[src/rtl/elastic_pipe_reg.sv]
// elastic_pipe_reg: DEPTH-stage valid/ready pipeline register with optional skid buffers, flush and occupancy count
module elastic_pipe_reg #(
    parameter int WIDTH = 32,
    parameter int DEPTH = 2,
    parameter int SKID  = 1,
    localparam int CW   = $clog2(2 * DEPTH + 1)
) (
    input  logic             clk,
    input  logic             rst,
    input  logic             in_valid,
    output logic             in_ready,
    input  logic [WIDTH-1:0] in_data,
    output logic             out_valid,
    input  logic             out_ready,
    output logic [WIDTH-1:0] out_data,
    input  logic             flush,
    output logic [CW-1:0]    count
);
    // vin/din[k] is what stage k sees from upstream; index DEPTH is the block output
    logic [DEPTH:0]   vin, rdy;
    logic [WIDTH-1:0] din [DEPTH+1];
    logic [CW-1:0]    cnt_q, cnt_d;

    assign in_ready  = rdy[0];
    assign out_valid = vin[DEPTH];
    assign out_data  = din[DEPTH];
    assign count     = cnt_q;
    assign cnt_d     = flush ? '0 : cnt_q + CW'(in_valid && in_ready) - CW'(out_valid && out_ready);

    always_ff @(posedge clk or negedge rst)
        if (!rst) cnt_q <= '0;
        else      cnt_q <= cnt_d;

    if (SKID != 0) begin : g_skid
        logic [DEPTH-1:0] mv_q, mv_d, sv_q, sv_d;
        logic [WIDTH-1:0] m_q [DEPTH], m_d [DEPTH], s_q [DEPTH], s_d [DEPTH];
        always_comb begin
            vin    = {mv_q, in_valid};
            rdy    = {out_ready, ~sv_q};
            din[0] = in_data;
            for (int k = 0; k < DEPTH; k++) din[k+1] = m_q[k];
            mv_d = mv_q;
            sv_d = sv_q;
            m_d  = m_q;
            s_d  = s_q;
            for (int k = 0; k < DEPTH; k++) begin
                if (sv_q[k]) begin
                    if (rdy[k+1]) begin
                        m_d[k]  = s_q[k];
                        sv_d[k] = 1'b0;
                    end
                end else if (vin[k]) begin
                    mv_d[k] = 1'b1;
                    if (!mv_q[k] || rdy[k+1]) m_d[k] = din[k];
                    else begin
                        s_d[k]  = din[k];
                        sv_d[k] = 1'b1;
                    end
                end else if (rdy[k+1]) begin
                    mv_d[k] = 1'b0;
                end
            end
            if (flush) begin
                mv_d = '0;
                sv_d = '0;
            end
        end
        always_ff @(posedge clk or negedge rst)
            if (!rst) begin
                mv_q <= '0;
                sv_q <= '0;
                m_q  <= '{default: '0};
                s_q  <= '{default: '0};
            end else begin
                mv_q <= mv_d;
                sv_q <= sv_d;
                m_q  <= m_d;
                s_q  <= s_d;
            end
    end else begin : g_flat
        logic [DEPTH-1:0] v_q, v_d;
        logic [WIDTH-1:0] d_q [DEPTH], d_d [DEPTH];
        always_comb begin
            vin    = {v_q, in_valid};
            din[0] = in_data;
            for (int k = 0; k < DEPTH; k++) din[k+1] = d_q[k];
            rdy        = '0;
            rdy[DEPTH] = out_ready;
            for (int k = DEPTH - 1; k >= 0; k--) rdy[k] = !v_q[k] || rdy[k+1];
            v_d = v_q;
            d_d = d_q;
            for (int k = 0; k < DEPTH; k++) begin
                v_d[k] = rdy[k] ? vin[k] : v_q[k];
                d_d[k] = (rdy[k] && vin[k]) ? din[k] : d_q[k];
            end
            if (flush) v_d = '0;
        end
        always_ff @(posedge clk or negedge rst)
            if (!rst) begin
                v_q <= '0;
                d_q <= '{default: '0};
            end else begin
                v_q <= v_d;
                d_q <= d_d;
            end
    end
endmodule

[config.mk]
export PLATFORM = sky130hd
export DESIGN_NAME = elastic_pipe_reg
export DESIGN_NICKNAME = d
export VERILOG_FILES = /design/src/rtl/elastic_pipe_reg.sv
export SDC_FILE = /design/constraint.sdc
export NUM_CORES = 1
export LEC_CHECK = 0
export ABC_AREA = 1
export BUFFER_PORTS_ARGS = -buffer_cell sky130_fd_sc_hd__buf_2
export CORE_MARGIN = 2
export CORE_UTILIZATION = 57
export DETAILED_ROUTE_END_ITERATION = 16
export PLACE_DENSITY_LB_ADDON = 0.2
export SYNTH_ARGS = -nofsm -noshare
export SYNTH_HDL_FRONTEND = slang
export SYNTH_SLANG_ARGS = --single-unit
[constraint.sdc]
create_clock -name clk -period 2.8 [get_ports clk]
set_input_delay 0.14 -clock clk [delete_from_list [all_inputs] [get_ports clk]]
set_output_delay 0.14 -clock clk [all_outputs]
set_load 0.02 [all_outputs]
==> impl_metrics.ini <==
[cells_and_area]
diodes = 0
area_growth_syn_to_layout_pct = 18.3
layout.nets = 911
highest_count_cells_in_the_layout_ignoring_fill_and_taps = nand2_1 (399), dfrtp_1 (134), buf_2 (72)
finalNonFillerCells = 1024
num-fill-cells = 859
final_layout_size_suffix_gt1_frac = 0.143
layout.core_utilization = 0.690
final_common_cell = nand2_1

[cts]
quantity_of_gates_resized_following_cts = 0
clock_latency_ns = 0.53
cts-htree-levels = 4
path_clk_slew_ns = 0.06
clock_sink_count = 135
cts_buffers = 17
clock_path_buffers = 2
post-cts-setup-buffer-count = 0
tritoncts = built
clk_root_buffer_cell = clkbuf_8

[global_routing]
gr-usage-all-layers = 0.254
grt_start_max_net_pins = 58
grt_first_pass_wirelength_um = 23200
grt_pass1_vias = 4845
grt-ovfl-total = 0
grt_antenna_before_repair = 0

[floorplan]
placementRows = 38
floorplan.initialDensity = 0.583
floorplan.io_pins = 74
dieWidth_um = 109
fp.dieArea_sq_um = 11900
die_height_um = 109
fp.coreArea_sq_um = 10800

[placement]
place_worst_setup_slack_ns = 0.697
dp.cells = 956
numPortBuffers = 73
place_congestion = 0.823
place_hpwl_um = 8770

[power]
static-leakage-power_nw = 4.11
fin_total_pwr_mw = 5.44
power_density_nw_per_um2 = 728
max-vdd-ir-drop_mv = 0.386

[setup_path]
crit_slowest_cell = dfrtp_2
critical_path.n_buffers_inverters = 2
setup.reg_to_reg.worst_slack_ns = 0.69
setup.worst_path.end_class = flop
setup.worst_path.class = reg2reg
regToRegStartpoint = g_skid.sv_q[0]
ff2ff_path_depth = 6
crit_path_cell_trace = buf_4 > inv_2 > nand2_1 > nand3_2 > nand2_1 > nand2_1
reg_to_reg_end = din[46]
cp_max_fo = 50
timing.critical_path.arrival_ns = 2.53
crit_path_start_kind = flop
largest_stage_delay_on_the_critical_path_ns = 0.54
cpMostUsedCell = nand2_1
critPathRequiredTime_ns = 3.21
crit_family = simple AND/OR/NAND/NOR gates

[yosys]
synth_top_cell_area_share = 0.535
post_synth_and_or_nand_nor_area_fraction = 0.299
synth.lib_cells_used.distinct = 22
post_synth.cell_area_avg_sq_um = 7.83
synth-xor-area-share = 0
synth.cell_area_sq_um = 6320
mux_cell_area_share_after_synthesis = 0
synthesized_net_count = 847
synth-compound-area-share = 0.0560
synth_top_area_cell = dfrtp_1
main_combinational_cell_family_by_area_after_synthesis = simple AND/OR/NAND/NOR gates
synthAdderAreaFrac = 0.00713
synthTopCellsByArea = dfrtp_1 (53%), nand2_1 (24%), nand3_1 (5.1%)
synth-seq-cells = 135
yosysSeqAreaShare = 0.535
synth.yosys.warnings = 0
syn-instance-count = 807

[timing]
finalMaxSlewViolations = 0
final.min_clock_period_ns = 2.11
report.final.setup_viol = 0
fmax_ghz = 0.474
worst_clock_skew_ns = 0.00524
setup_repair_after_global_routing_missed_its_margin = no
slew_headroom = 0.515
setup_ws_ns = 0.688
worstMarginPinSlew_ns = 0.725
number_of_endpoints_with_negative_hold_slack_in_the_final_report = 0
setup-tns-final_ns = 0
fin_crit_sh = 0.754

[drt]
top_layer_used = met4
dr.first_iter.drc_count = 369
count_of_unresolved_drc_violations_after_routing = 0
wire_per_inst_um = 13.6
route.final.wire_length_um = 14000
detailroute.wirelength.met3_um = 877
drtPass1Iterations = 5
drtAntennaViolNets = 0
num_vias = 5241
avgViaCountPerCell = 5.12
met2_length_um = 6310
route.layer.met1.wl_um = 6510

[min_path]
timing.hold.worst.class = in2async

[flow_run]
timing.max_cap.violations = 0

[run_status]
run_status = complete, no violations
power breakdown:
part / internal [mW] / switching, mW
combinational: 0.272 / 0.474
clock: 1.53 / 0.779
sequential: 2.23 / 0.160
total: 4.03 / 1.41
logic make-up (layout without fill, tap and decap cells):
group           after synthesis  after routing
flops                       135            135
compound gates               70             70
fa+ha+maj                     3              3
simple gates                475            475
buf+inv                     124            201
registers in the layout, indices dropped and copies added (netlist names):
register     flops
count            3
din             32
g_skid.sv_q      2
g_skid.s_q      64
g_skid.mv_q      2
out_data        32
Yosys cell counts:
cell type  instances
a21oi_1            4
buf_2             28
buf_4             34
buf_6              3
clkbuf_1          10
clkbuf_2           1
clkinv_1           1
dfrtp_1          135
fa_1               1
ha_1               2
inv_1             43
inv_2              4
nand2_1          399
nand2_2            1
nand3_1           65
nand3_2            2
nor2_1             6
nor2_2             1
nor2_4             1
o21ai_0           35
o21ai_1           30
o21ai_2            1
cell type report:
type | count | area [sq um] | area share
timing repair buffer | 121 | 831 | 0.111
clock inverter | 9 | 145 | 0.0194
tap | 140 | 175 | 0.0234
sequential | 135 | 3380 | 0.452
clock buffer | 23 | 477 | 0.0638
inverter | 48 | 180 | 0.0241
multi-input combinational | 548 | 2290 | 0.306
layer usage:
layer	vias to the layer above	global-route usage
met5	-	0
met4	0	0.0995
met3	20	0.0640
met2	176	0.378
met1	2444	0.360
li1	2601	-
through the flow:
step                      cell area, sq um  hold slack [ns]
final                                 7480            0.158
after global routing                  7480            0.229
after global placement                6490            0.173
after floorplan                       6320           -0.156
after CTS                             7480            0.165
after detailed placement              6490            0.182
worst max path at each step:
stage,cells after the start,endpoint,start
after detailed placement,6,din[49],g_skid.sv_q[0]
after global routing,6,din[32],g_skid.sv_q[0]
after CTS,6,din[51],g_skid.sv_q[0]
after floorplan,9,count[2],g_skid.sv_q[0]
final,6,din[46],g_skid.sv_q[0]
after global placement,6,din[47],g_skid.sv_q[0]
worst register-to-register path, stage by stage, from the launching register on:
cell and delay (ns):
dfrtp_2 0.54, buf_4 0.44, inv_2 0.08, nand2_1 0.09, nand3_2 0.53, nand2_1 0.25
nand2_1 0.07
timing repair:
action / 4_1_cts / 5_1_grt
endpoints found under the hold margin: 97 / 0
hold buffers: 36 / 0
setup endpoints to repair: 0 / 0
(Power assumes the default switching activity.)
